### src/rtl/pc_fetch_if.sv
// Fetch-stage signal bundle: hazard/branch/halt controls, instruction memory, IF/ID latch.
// The PC_ALIGN_CHECK_EN macro adds the sticky misalign flag.
interface pc_fetch_if;
  logic        stall_i;
  logic        branch_taken_i;
  logic [31:0] branch_target_i;
  logic        halt_i;
  logic [31:0] instr_i;
  logic [31:0] pc_o;
  logic [31:0] if_id_pc_o;
  logic [31:0] if_id_instr_o;
  logic        if_id_valid_o;
  logic        flush_o;
  logic        halted_o;
`ifdef PC_ALIGN_CHECK_EN
  logic        misalign_o;
`endif

  // Fetch stage side.
  modport master (
    input  stall_i, branch_taken_i, branch_target_i, halt_i, instr_i,
    output pc_o, if_id_pc_o, if_id_instr_o, if_id_valid_o, flush_o, halted_o
`ifdef PC_ALIGN_CHECK_EN
    , output misalign_o
`endif
  );

  // Pipeline / memory side.
  modport slave (
    output stall_i, branch_taken_i, branch_target_i, halt_i, instr_i,
    input  pc_o, if_id_pc_o, if_id_instr_o, if_id_valid_o, flush_o, halted_o
`ifdef PC_ALIGN_CHECK_EN
    , input misalign_o
`endif
  );
endinterface

### src/rtl/pc_fetch_stage.sv
// Instruction fetch stage: PC register, IF/ID latch, branch redirect/squash and halt.
// Optional PC_ALIGN_CHECK_EN forces branch targets word-aligned and flags misalignment.
module pc_fetch_stage #(
  parameter logic [31:0] RESET_PC = 32'h0000_0000,
  parameter int unsigned PC_STEP  = 4
) (
  input logic         clk,
  input logic         rst,
  pc_fetch_if.master  bus
);

  typedef enum logic [1:0] {StRun, StRedir, StHalt} state_e;

  state_e      state_q, state_d;
  logic [31:0] pc_q, pc_d;
  logic [31:0] if_id_pc_q, if_id_pc_d;
  logic [31:0] if_id_instr_q, if_id_instr_d;
  logic        if_id_valid_q, if_id_valid_d;
  logic        halted_q, halted_d;
  logic        flush_c;
  logic [31:0] target_c;
`ifdef PC_ALIGN_CHECK_EN
  logic        misalign_q, misalign_d;
  assign target_c = {bus.branch_target_i[31:2], 2'b00};
`else
  assign target_c = bus.branch_target_i;
`endif

  always_comb begin
    state_d       = state_q;
    pc_d          = pc_q;
    if_id_pc_d    = if_id_pc_q;
    if_id_instr_d = if_id_instr_q;
    if_id_valid_d = if_id_valid_q;
    halted_d      = halted_q;
    flush_c       = 1'b0;
`ifdef PC_ALIGN_CHECK_EN
    misalign_d    = misalign_q;
`endif
    unique case (state_q)
      StRun: begin
        if (bus.branch_taken_i) begin
          pc_d          = target_c;
          if_id_valid_d = 1'b0;
          if_id_instr_d = 32'h0;
          flush_c       = 1'b1;
          state_d       = StRedir;
`ifdef PC_ALIGN_CHECK_EN
          if (bus.branch_target_i[1:0] != 2'b00) misalign_d = 1'b1;
`endif
        end else if (bus.stall_i) begin
          // hold everything
        end else if (bus.halt_i) begin
          if_id_valid_d = 1'b0;
          halted_d      = 1'b1;
          state_d       = StHalt;
        end else begin
          pc_d          = pc_q + 32'(PC_STEP);
          if_id_pc_d    = pc_q;
          if_id_instr_d = bus.instr_i;
          if_id_valid_d = 1'b1;
        end
      end
      // Branch/halt here come from the squashed wrong-path instruction.
      StRedir: begin
        if (!bus.stall_i) begin
          pc_d          = pc_q + 32'(PC_STEP);
          if_id_pc_d    = pc_q;
          if_id_instr_d = bus.instr_i;
          if_id_valid_d = 1'b1;
          state_d       = StRun;
        end
      end
      StHalt: begin
        if_id_valid_d = 1'b0;
        halted_d      = 1'b1;
      end
      default: state_d = StRun;
    endcase
  end

  always_ff @(posedge clk) begin
    if (rst) begin
      state_q       <= StRun;
      pc_q          <= RESET_PC;
      if_id_pc_q    <= 32'h0;
      if_id_instr_q <= 32'h0;
      if_id_valid_q <= 1'b0;
      halted_q      <= 1'b0;
`ifdef PC_ALIGN_CHECK_EN
      misalign_q    <= 1'b0;
`endif
    end else begin
      state_q       <= state_d;
      pc_q          <= pc_d;
      if_id_pc_q    <= if_id_pc_d;
      if_id_instr_q <= if_id_instr_d;
      if_id_valid_q <= if_id_valid_d;
      halted_q      <= halted_d;
`ifdef PC_ALIGN_CHECK_EN
      misalign_q    <= misalign_d;
`endif
    end
  end

  assign bus.pc_o          = pc_q;
  assign bus.if_id_pc_o    = if_id_pc_q;
  assign bus.if_id_instr_o = if_id_instr_q;
  assign bus.if_id_valid_o = if_id_valid_q;
  assign bus.halted_o      = halted_q;
  assign bus.flush_o       = flush_c & ~rst;
`ifdef PC_ALIGN_CHECK_EN
  assign bus.misalign_o    = misalign_q;
`endif

endmodule
### src/flat_wrapper.sv
// flat-port wrapper written by rule: the top's interface ports become plain ports
module pc_fetch_stage_flat 
#(
  parameter logic [31:0] RESET_PC = 32'h0000_0000,
  parameter int unsigned PC_STEP  = 4
)
  (clk, rst, bus_stall_i, bus_branch_taken_i, bus_branch_target_i, bus_halt_i, bus_instr_i, bus_pc_o, bus_if_id_pc_o, bus_if_id_instr_o, bus_if_id_valid_o, bus_flush_o, bus_halted_o);
  pc_fetch_if bus_i ();
  input logic clk;
  input logic rst;
  input wire logic [$bits(bus_i.stall_i)-1:0] bus_stall_i;
  input wire logic [$bits(bus_i.branch_taken_i)-1:0] bus_branch_taken_i;
  input wire logic [$bits(bus_i.branch_target_i)-1:0] bus_branch_target_i;
  input wire logic [$bits(bus_i.halt_i)-1:0] bus_halt_i;
  input wire logic [$bits(bus_i.instr_i)-1:0] bus_instr_i;
  output wire logic [$bits(bus_i.pc_o)-1:0] bus_pc_o;
  output wire logic [$bits(bus_i.if_id_pc_o)-1:0] bus_if_id_pc_o;
  output wire logic [$bits(bus_i.if_id_instr_o)-1:0] bus_if_id_instr_o;
  output wire logic [$bits(bus_i.if_id_valid_o)-1:0] bus_if_id_valid_o;
  output wire logic [$bits(bus_i.flush_o)-1:0] bus_flush_o;
  output wire logic [$bits(bus_i.halted_o)-1:0] bus_halted_o;
  assign bus_i.stall_i = bus_stall_i;
  assign bus_i.branch_taken_i = bus_branch_taken_i;
  assign bus_i.branch_target_i = bus_branch_target_i;
  assign bus_i.halt_i = bus_halt_i;
  assign bus_i.instr_i = bus_instr_i;
  assign bus_pc_o = bus_i.pc_o;
  assign bus_if_id_pc_o = bus_i.if_id_pc_o;
  assign bus_if_id_instr_o = bus_i.if_id_instr_o;
  assign bus_if_id_valid_o = bus_i.if_id_valid_o;
  assign bus_flush_o = bus_i.flush_o;
  assign bus_halted_o = bus_i.halted_o;
  pc_fetch_stage #(.RESET_PC(RESET_PC), .PC_STEP(PC_STEP)) u_core (.clk(clk), .rst(rst), .bus(bus_i));
endmodule
### config.mk
export PLATFORM = sky130hd
export DESIGN_NAME = pc_fetch_stage_flat
export DESIGN_NICKNAME = d
export VERILOG_FILES = /design/src/rtl/pc_fetch_if.sv /design/src/rtl/pc_fetch_stage.sv /design/src/flat_wrapper.sv
export SDC_FILE = /design/constraint.sdc
export NUM_CORES = 1
export LEC_CHECK = 0
export ABC_AREA = 1
export BUFFER_PORTS_ARGS = -buffer_cell sky130_fd_sc_hd__clkbuf_2
export CAP_MARGIN = 10
export CORE_ASPECT_RATIO = 0.6
export CORE_UTILIZATION = 30
export CTS_BUF_LIST = sky130_fd_sc_hd__clkbuf_8 sky130_fd_sc_hd__clkbuf_16
export CTS_CLUSTER_DIAMETER = 150
export DETAILED_ROUTE_END_ITERATION = 16
export GPL_ROUTABILITY_DRIVEN = 0
export MAX_ROUTING_LAYER = met4
export PLACE_DENSITY = 0.52
export SLEW_MARGIN = 20
export SYNTH_ARGS = -nofsm -noshare
export SYNTH_HDL_FRONTEND = slang
export SYNTH_SLANG_ARGS = --single-unit
### constraint.sdc
create_clock -name clk -period 2.1 [get_ports clk]
set_input_delay 0.21 -clock clk [delete_from_list [all_inputs] [get_ports clk]]
set_output_delay 0.21 -clock clk [all_outputs]
set_load 0.02 [all_outputs]
==> impl_results.md <==
* Top cell type's share of synthesized area at 40.9%
* Area leader, netlist: dfxtp_1
* Setup crit end: u_core.bus.if_id_pc_o[5]
* Ys Warns at 0
* CTS resizes at 0
* Critical path startpoint: u_core.state_q[1]
* Antenna Nets Post-Route at 0
* Final Hold Violating Endpoints at 0
* Synth-to-layout area growth at 27.2%
* Via/cell ratio at 4.81
* Register share of total power at 38.6%
* CTS tree: yes
* Drt drc at 0
* Starting Density at 31.3%
* WL/cell at 15.5 um
* First-pass GRT wire length at 26200 um
* Number of synthesized flops with an enable pin at 0
* Switching power at 2.80 mW
* Final HPWL DP at 12700 um
* Die area at 16900 um2
* WS Path Type: flip-flop to flip-flop
* CTS Buffer Depth at 2
* CTS Hold Buffers Added at 0
* WP data required at 2.38 ns
* Top FF cell, synth: dfxtp_1
* GR Util All Layers at 20.6%
* Crit share post-route at 91.8%
* Fin Hold WS at 0.101 ns
* Fmax achieved at 519 MHz
* Worst slew margin relative to its limit at 67.6%
* Vias in the first global route at 4700
* Layout cells sized above 1 at 24.2%
* Post-synth cell types at 29
* Crit path DAT at 2.21 ns
* Syn_nets at 808
* Max Cap Viol at 0
* Total I/O pin count at 168
* Total wire length at 17000 um
* Clock sinks at 100
* R2R cell count at 9
* Row count at 35
* Synth area leaders: dfxtp_1 (41%), nand2_1 (15%), a21oi_1 (8.7%)
* Sw frac at 42.0%
* Worst min path class: input port to flip-flop
* Final Skew at 0.0101 ns
* Final net count at 965
* Num CTS Buffers at 9
* Avg Synthesized Cell Area at 6.68 um2
* Setup TNS at 0 ns
* Number of I/O port buffers at 167
* Post-Synthesis Cells at 733
* Reg2reg end: u_core.bus.if_id_pc_o[5]
* Core area at 15600 um2
* Die Y at 101 um
* DR iter-0 viols at 451
* Total gr overflow at 0
* Largest net degree at the start of global routing at 65
* Slew Limit Fails at 0
* DRT Pass-1 Iters at 5
* Outcome: complete, no violations
* Setup crit end kind: flip-flop
* Clk slew on worst S/H paths at 0.08 ns
* Cell leakage power at 2.64 nW
* Post-layout min period at 1.93 ns
* Total number of vias at 5280
* Initial antenna violation count at 0
* CTS root buf: clkbuf_16
* CTS H-tree lvls at 3
* Clock network power share at 24.7%
* N_diodes at 0
* Final Setup Violations at 0
* Fill cells at 1708
* Clk Latency, worst-skew pair at 0.35 ns
* Comb power frac at 36.7%
* CP max FO at 32
* Pwr per Cell Area at 1070 nW/um2
* RSZ-0062 raised after global routing: no
* Setup Buffers After CTS at 0
* Origin of the critical flop-to-flop path: u_core.state_q[1]
* Die X at 167 um
* P_int at 3.87 mW
* Worst slew pin tran at 0.484 ns
* Register area share after synthesis at 40.9%
* Critical path startpoint category: flip-flop
* Async set-reset flop share out of synthesis at 0%
* Reg2reg setup slack at 0.17 ns
* Worst vdd ir at 0.670 mV
* Post-synthesis cell area at 4900 um2
* Flops & latches, synth at 100
==> state kept, by name, summed over array words and instances, names as in the netlist <==
name                      count
u_core.bus.if_id_pc_o        32
u_core.bus.halted_o           1
u_core.state_q                2
u_core.bus.if_id_valid_o      1
u_core.bus.pc_o              32
u_core.bus.if_id_instr_o     32
==> stage by stage <==
stage	instance area [um2]	power, mW	utilization [%]	instances	worst slack (ns)
after global placement	5950	5.08	38.0	1082	0.276
after global routing	6230	7.11	39.9	1098	0.00533
after detailed placement	5950	5.07	38.0	1082	0.206
after CTS	6230	6.72	39.9	1098	0.183
after floorplan	4900	4.23	-	733	0.518
final	6230	6.67	39.9	1098	0.173
==> placed cells by master (no fill, tap or decap), types with 5 or more instances in the layout <==
cell       instances
o21ai_0           58
nand2_2            6
nand3_1           58
buf_4             12
clkbuf_2         167
dfxtp_1          100
clkbuf_16          9
ha_1               6
o21ai_1            9
nor2_1           106
inv_1             39
nor2_4             5
buf_12             5
nand2_1          200
a21oi_1           85
==> power groups by stage <==
stage	combinational (mW)	clock, mW	sequential, mW
final	2.45	1.65	2.58
after global placement	2.46	0	2.61
after global routing	2.72	1.76	2.63
after CTS	2.47	1.68	2.57
after detailed placement	2.46	0	2.61
after floorplan	1.30	0	2.93
==> cell type report <==
class,count,area [um2],area share [%]
clock inverters,7,60.1,0.964
well taps,203,254,4.08
multi-input cells,553,2510,40.2
inverters,42,158,2.53
flip-flops and latches,100,2000,32.1
repair buffers,184,1030,16.5
clock buffers,9,225,3.61
==> per-layer routing <==
metal	GRT usage [%]	vias up	routed length (um)
met5	-	-	0
met3	4.08	9	1170
met4	2.78	0	51
li1	-	2704	-
met1	32.3	2372	9450
met2	26.3	195	6330
==> how the worst min path moves through the flow <==
stage	startpoint	slack, ns	end	cells past startpoint
2_1_floorplan	bus_branch_taken_i	0.37	u_core.state_q[0]	2
3_3_place_gp	u_core.bus.if_id_instr_o[5]	0.45	u_core.bus.if_id_instr_o[5]	2
3_5_place_dp	u_core.bus.if_id_instr_o[28]	0.46	u_core.bus.if_id_instr_o[28]	2
4_1_cts	bus_instr_i[25]	0.09	u_core.bus.if_id_instr_o[25]	3
5_1_grt	bus_instr_i[12]	0.1	u_core.bus.if_id_instr_o[12]	3
6_report	bus_instr_i[14]	0.10	u_core.bus.if_id_instr_o[14]	3
==> synthesized netlist by cell type (all sizes together), types with 2 or more instances <==
cell type	instances
nor2	115
clkbuf	11
o31ai	3
o211ai	2
buf	27
nand3	58
nand2	206
inv	41
o21ai	67
dfxtp	100
nand3b	3
nand4	2
ha	6
a21oi	85
==> kinds of logic (layout without fill, tap and decap cells) <==
logic type               after synthesis  in the layout  share of synthesized area, %
XOR/XNOR                               1              1                         0.179
adder cells (fa/ha/maj)                6              6                          1.53
buffers and inverters                 80            242                          8.00
flip-flops                           100            100                          40.9
AO/OA/AOI/OAI                        160            160                          16.7
AND/OR/NAND/NOR                      386            386                          32.7
==> critical path: stages (launching register included) <==
cell and delay, ns:
dfxtp_1 0.33, inv_1 0.12, ha_1 0.29, inv_2 0.09
a21oi_1 0.16, nand2_2 0.20, inv_2 0.10, buf_4 0.30
o21ai_0 0.14, a21oi_1 0.12
(Power assumes the default switching activity.)
